==> src/rtl/riscv_pkg.sv <==
// Shared RISC-V load/store encodings, LSU state encoding and small decode helpers.
// Purely declarative: no logic, no latency, no flow control.
package riscv_pkg;

  localparam logic [6:0] OPC_LOAD  = 7'b0000011;
  localparam logic [6:0] OPC_STORE = 7'b0100011;

  localparam logic [2:0] F3_LB  = 3'b000;
  localparam logic [2:0] F3_LH  = 3'b001;
  localparam logic [2:0] F3_LW  = 3'b010;
  localparam logic [2:0] F3_LBU = 3'b100;
  localparam logic [2:0] F3_LHU = 3'b101;
  localparam logic [2:0] F3_SB  = 3'b000;
  localparam logic [2:0] F3_SH  = 3'b001;
  localparam logic [2:0] F3_SW  = 3'b010;

  typedef enum logic [2:0] {
    IDLE = 3'd0,
    REQ0 = 3'd1,
    REQ1 = 3'd2,
    DONE = 3'd3,
    ERR  = 3'd4
  } lsu_state_t;

  typedef struct packed {
    logic        is_store;
    logic [2:0]  funct3;
    logic [31:0] wdata;
  } lsu_req_t;

  function automatic logic [2:0] size_bytes(input logic [1:0] sz);
    case (sz)
      2'b00:   size_bytes = 3'd1;
      2'b01:   size_bytes = 3'd2;
      default: size_bytes = 3'd4;
    endcase
  endfunction

  function automatic logic f3_legal(input logic is_store, input logic [2:0] f3);
    if (is_store)
      f3_legal = (f3 == F3_SB) || (f3 == F3_SH) || (f3 == F3_SW);
    else
      f3_legal = (f3 == F3_LB) || (f3 == F3_LH) || (f3 == F3_LW) ||
                 (f3 == F3_LBU) || (f3 == F3_LHU);
  endfunction

endpackage

==> src/rtl/lsu_align.sv <==
// Lane steering for the LSU: byte-enable/data shifting for stores, extraction and extension for loads.
// Purely combinational (zero latency); no flow control.
module lsu_align
  import riscv_pkg::*;
(
  input  logic [2:0]  funct3,
  input  logic [1:0]  offset,
  input  logic [31:0] wdata,
  input  logic [31:0] lo,
  input  logic [31:0] hi,
  output logic        split,
  output logic [7:0]  be_mask,
  output logic [63:0] wdata_lanes,
  output logic [31:0] load_data
);

  logic [3:0]  size_mask;
  logic [31:0] raw;

  assign split = ({1'b0, offset} + size_bytes(funct3[1:0])) > 3'd4;

  always_comb begin
    case (funct3[1:0])
      2'b00:   size_mask = 4'b0001;
      2'b01:   size_mask = 4'b0011;
      default: size_mask = 4'b1111;
    endcase
    be_mask     = {4'b0000, size_mask} << offset;
    wdata_lanes = {32'h0, wdata} << {offset, 3'b000};
    raw         = 32'({hi, lo} >> {offset, 3'b000});
    // funct3[2] selects zero extension; otherwise replicate the top bit of the field
    case (funct3[1:0])
      2'b00:   load_data = funct3[2] ? {24'h0, raw[7:0]}   : {{24{raw[7]}}, raw[7:0]};
      2'b01:   load_data = funct3[2] ? {16'h0, raw[15:0]}  : {{16{raw[15]}}, raw[15:0]};
      default: load_data = raw;
    endcase
  end

endmodule

==> src/rtl/lsu_ctrl.sv <==
// Load/store sequencer: one request per start, 1-2 word-aligned memory transactions, done pulse.
// Latency 2 cycles (3 if split) with immediate ack; mem_req held until mem_ack, starts ignored while busy.
module lsu_ctrl
  import riscv_pkg::*;
#(
  parameter int ADDR_W           = 32,
  parameter bit ALLOW_MISALIGNED = 1'b1
) (
  input  logic              clk,
  input  logic              reset,
  input  logic              start,
  input  logic              is_store,
  input  logic [2:0]        funct3,
  input  logic [ADDR_W-1:0] addr,
  input  logic [31:0]       wdata,
  output logic              busy,
  output logic              done,
  output logic              err,
  output logic [31:0]       rdata,
  output logic              mem_req,
  output logic              mem_we,
  output logic [ADDR_W-1:0] mem_addr,
  output logic [3:0]        mem_be,
  output logic [31:0]       mem_wdata,
  input  logic [31:0]       mem_rdata,
  input  logic              mem_ack
);

  lsu_state_t        state_q, state_d;
  lsu_req_t          req_q;
  logic [ADDR_W-1:0] addr_q;
  logic [31:0]       lo_q;
  logic [31:0]       rdata_q;

  logic [2:0]        a_funct3;
  logic [1:0]        a_offset;
  logic [31:0]       a_lo, a_hi;
  logic              split;
  logic [7:0]        be_mask;
  logic [63:0]       wdata_lanes;
  logic [31:0]       load_data;
  logic [ADDR_W-1:0] word_addr;

  // In IDLE the aligner decodes the incoming request so the split check can steer IDLE->ERR.
  assign a_funct3 = (state_q == IDLE) ? funct3    : req_q.funct3;
  assign a_offset = (state_q == IDLE) ? addr[1:0] : addr_q[1:0];
  assign a_lo     = (state_q == REQ1) ? lo_q      : mem_rdata;
  assign a_hi     = (state_q == REQ1) ? mem_rdata : 32'h0;

  lsu_align u_align (
    .funct3      (a_funct3),
    .offset      (a_offset),
    .wdata       (req_q.wdata),
    .lo          (a_lo),
    .hi          (a_hi),
    .split       (split),
    .be_mask     (be_mask),
    .wdata_lanes (wdata_lanes),
    .load_data   (load_data)
  );

  assign word_addr = {addr_q[ADDR_W-1:2], 2'b00};

  always_comb begin
    state_d   = state_q;
    mem_req   = 1'b0;
    mem_we    = 1'b0;
    mem_addr  = '0;
    mem_be    = 4'h0;
    mem_wdata = 32'h0;
    case (state_q)
      IDLE: begin
        if (start) begin
          if (!f3_legal(is_store, funct3) || (split && !ALLOW_MISALIGNED))
            state_d = ERR;
          else
            state_d = REQ0;
        end
      end
      REQ0: begin
        mem_req   = 1'b1;
        mem_we    = req_q.is_store;
        mem_addr  = word_addr;
        mem_be    = req_q.is_store ? be_mask[3:0] : 4'hf;
        mem_wdata = req_q.is_store ? wdata_lanes[31:0] : 32'h0;
        if (mem_ack) state_d = split ? REQ1 : DONE;
      end
      REQ1: begin
        mem_req   = 1'b1;
        mem_we    = req_q.is_store;
        mem_addr  = word_addr + ADDR_W'(4);
        mem_be    = req_q.is_store ? be_mask[7:4] : 4'hf;
        mem_wdata = req_q.is_store ? wdata_lanes[63:32] : 32'h0;
        if (mem_ack) state_d = DONE;
      end
      DONE:    state_d = IDLE;
      ERR:     state_d = IDLE;
      default: state_d = IDLE;
    endcase
  end

  always_ff @(posedge clk or negedge reset) begin
    if (!reset) begin
      state_q <= IDLE;
      req_q   <= '0;
      addr_q  <= '0;
      lo_q    <= 32'h0;
      rdata_q <= 32'h0;
    end else begin
      state_q <= state_d;
      if (state_q == IDLE && start) begin
        req_q.is_store <= is_store;
        req_q.funct3   <= funct3;
        req_q.wdata    <= wdata;
        addr_q         <= addr;
      end
      if (state_q == REQ0 && mem_ack)
        lo_q <= mem_rdata;
      // Load result lands on the last ack so it is visible during DONE.
      if (!req_q.is_store && mem_ack &&
          ((state_q == REQ0 && !split) || state_q == REQ1))
        rdata_q <= load_data;
    end
  end

  assign busy  = (state_q != IDLE);
  assign done  = (state_q == DONE) || (state_q == ERR);
  assign err   = (state_q == ERR);
  assign rdata = rdata_q;

endmodule

==> config.mk <==
export PLATFORM = sky130hd
export DESIGN_NAME = lsu_ctrl
export DESIGN_NICKNAME = d
export VERILOG_FILES = /design/src/rtl/riscv_pkg.sv /design/src/rtl/lsu_align.sv /design/src/rtl/lsu_ctrl.sv
export SDC_FILE = /design/constraint.sdc
export NUM_CORES = 1
export LEC_CHECK = 0
export CAP_MARGIN = 20
export CELL_PAD_IN_SITES_DETAIL_PLACEMENT = 2
export CELL_PAD_IN_SITES_GLOBAL_PLACEMENT = 2
export CORE_MARGIN = 3
export CORE_UTILIZATION = 32
export DETAILED_ROUTE_END_ITERATION = 8
export PLACE_DENSITY_LB_ADDON = 0.1
export SLEW_MARGIN = 10
export SYNTH_ARGS = -nofsm -noshare
export SYNTH_HDL_FRONTEND = slang
export SYNTH_HIERARCHICAL = 1
export SYNTH_SLANG_ARGS = --single-unit
export TNS_END_PERCENT = 5
==> constraint.sdc <==
create_clock -name clk -period 4.4 [get_ports clk]
set_input_delay 0.44 -clock clk [delete_from_list [all_inputs] [get_ports clk]]
set_output_delay 0.44 -clock clk [all_outputs]
set_load 0.02 [all_outputs]
==> reports/qor.txt <==
CTS tree: built
N_diodes: 0
Placer Congestion: 0.784
Core area: 28,900 µm²
Max transition margin: 32.0%
Cell area after synthesis: 9440 µm²
CTS Buf Count: 17
Max cap viols: 0
Clock Skews: 0.0105 ns
Unrepaired setup endpoints after global routing: no
GR Util All Layers: 20.8%
Ys Warns: 6
VDD IR max: 370 µV
Setup repair bufs after CTS: 0
Final-report setup violation count: 0
Detailed Route Iter0 Violations: 455
Initial Util: 32.7%
CP startpoint kind: register
PostCTS Resize Cnt: 0
Crit-path max FO: 72
Initial antenna violation count: 1
Port Buffers: 206
Layout area overhead: 30.9%
Met3 Resource Use GR: 3.81%
Detailed Route WL: 32,400 µm
Vias in the first global route: 8,497
DRC: 0
Antenna viol nets, final: 0
CP max-delay cell: clkdlybuf4s50_1
Total Nets Final: 1,213
GR peak layer: met2
Setup TNS: 0 ns
Worst Tran Pin Value: 1.02 ns
CTS clk-pin slew, worst paths: 0.07 ns
Max Freq: 0.243 GHz
Grt ovf: 0
Initial DRT Pass Iterations: 4
Min cycle time layout: 4.11 ns
Crit path capture type: primary output
CP required: 3.96 ns
Critical Path AT: 3.67 ns
Wire per inst: 21.6 µm
Longest Clk Path Bufs: 2
First-pass GRT wire length: 50,900 µm
Layout cell share with drive strength beyond 1: 22.2%
Commonest non-fill, non-tap cell in the layout: clkdlybuf4s50_1
Die H: 178 µm
Commonest non-fill, non-tap cells in the layout: 205 x clkdlybuf4s50_1, 166 x nand2_1, 135 x dfrtp_1
Worst r2r path cells: 11
Fin. Hold Viols: 6
H-tree level count: 4
Max Slew Vio Count: 0
Routed via count: 7,970
Ports: 209
Final std cells w/o fill: 1,502
Critical path cell sequence: nor3_4, mux2_4, buf_12, inv_1, ha_1, a21oi_1, a221o_1, clkdlybuf4s50_1
Worst Hold Class: input port to async pin
PwrDens: 867 nW/µm²
Largest net degree at the start of global routing: 92
# hold bufs at CTS: 0
Root Driver: clkbuf_16
Clock network latency to the later pin of the worst-skew pair: 0.43 ns
Outcome: finished with violations
Met2 Resource Use GR: 33.2%
Die X: 178 µm
Syn Inst Count: 944
Dpl hpwl: 22,400 µm
Met1 Usage GRT: 29.5%
Setup Crit Path Kind: register to primary output
CTS Sinks: 135
DR vias/cell: 5.31
Period utilisation layout: 93.4%
Hold slack: -0.0139 ns
Max incr delay on CP: 0.66 ns
Placed cells: 1,470
Failing checks: negative hold slack
Leakage: 0.00507 µW
Die area: 31,600 µm²
Row count: 62
Syn_area_per_cell: 10.0 µm²
==> metal layers <==
metal	vias to the layer above	routed length (µm)
met5	-	13
met4	2	287
met3	17	1360
met2	163	15000
met1	4086	15800
li1	3702	-
==> path summary, 6_finish.rpt <==
check,start,end,slack [ns]
min,reset,addr_q[21]$_DFFE_PN0P_,-0.01
min in group clk,req_q[33]$_DFFE_PN0P_,req_q[33]$_DFFE_PN0P_,0.51
min reg2reg,req_q[33]$_DFFE_PN0P_,req_q[33]$_DFFE_PN0P_,0.51
max reg2reg,state_q[2]$_DFFE_PN0P_,rdata[27]$_DFFE_PN0P_,0.40
max in group asynchronous,reset,req_q[19]$_DFFE_PN0P_,3.41
max,state_q[2]$_DFFE_PN0P_,mem_be[3],0.29
==> area by class of cell <==
| cell class | count | area (µm²) |
|---|---|---|
| clock buffers | 18 | 439 |
| clock inverters | 14 | 196 |
| fillers | 3060 | 16500 |
| inverters | 8 | 30.0 |
| multi-input cells | 718 | 5600 |
| flip-flops and latches | 135 | 3380 |
| well taps | 384 | 480 |
| repair buffers | 225 | 2230 |
==> state kept, by name (all words and copies together), names as in the netlist <==
register,flops
req_q,36
state_q,3
rdata,32
lo_q,32
addr_q,32
==> critical path, delay by kind of cell (launching register included) <==
family,cells,cell delay (ns)
AO/OA/AOI/OAI,2,0.37
buffers and inverters,3,1.15
multiplexers,1,0.47
AND/OR/NAND/NOR,1,0.47
flip-flops,1,0.52
adder cells (fa/ha/maj),1,0.23
==> stage by stage <==
step	power, µW	worst slack [ns]	instance area (µm²)	util, %	hold slack [ns]
2_1_floorplan	6900	1.22	9470	-	0.144
3_3_place_gp	8990	0.548	11700	40.6	0.469
3_5_place_dp	9180	0.395	11700	40.6	0.474
4_1_cts	10900	0.209	12400	42.8	0.00322
5_1_grt	11500	0.0305	12400	42.8	0.0150
6_report	10700	0.290	12400	42.8	-0.0139
==> power by group <==
| group | internal (µW) | total [µW] | switching [µW] |
|---|---|---|---|
| Sequential | 1870 | 2490 | 625 |
| Clock | 970 | 1590 | 615 |
| Combinational | 3170 | 6640 | 3470 |
| Total | 6000 | 10700 | 4710 |
No activity file was read; power rests on OpenSTA's default activity.
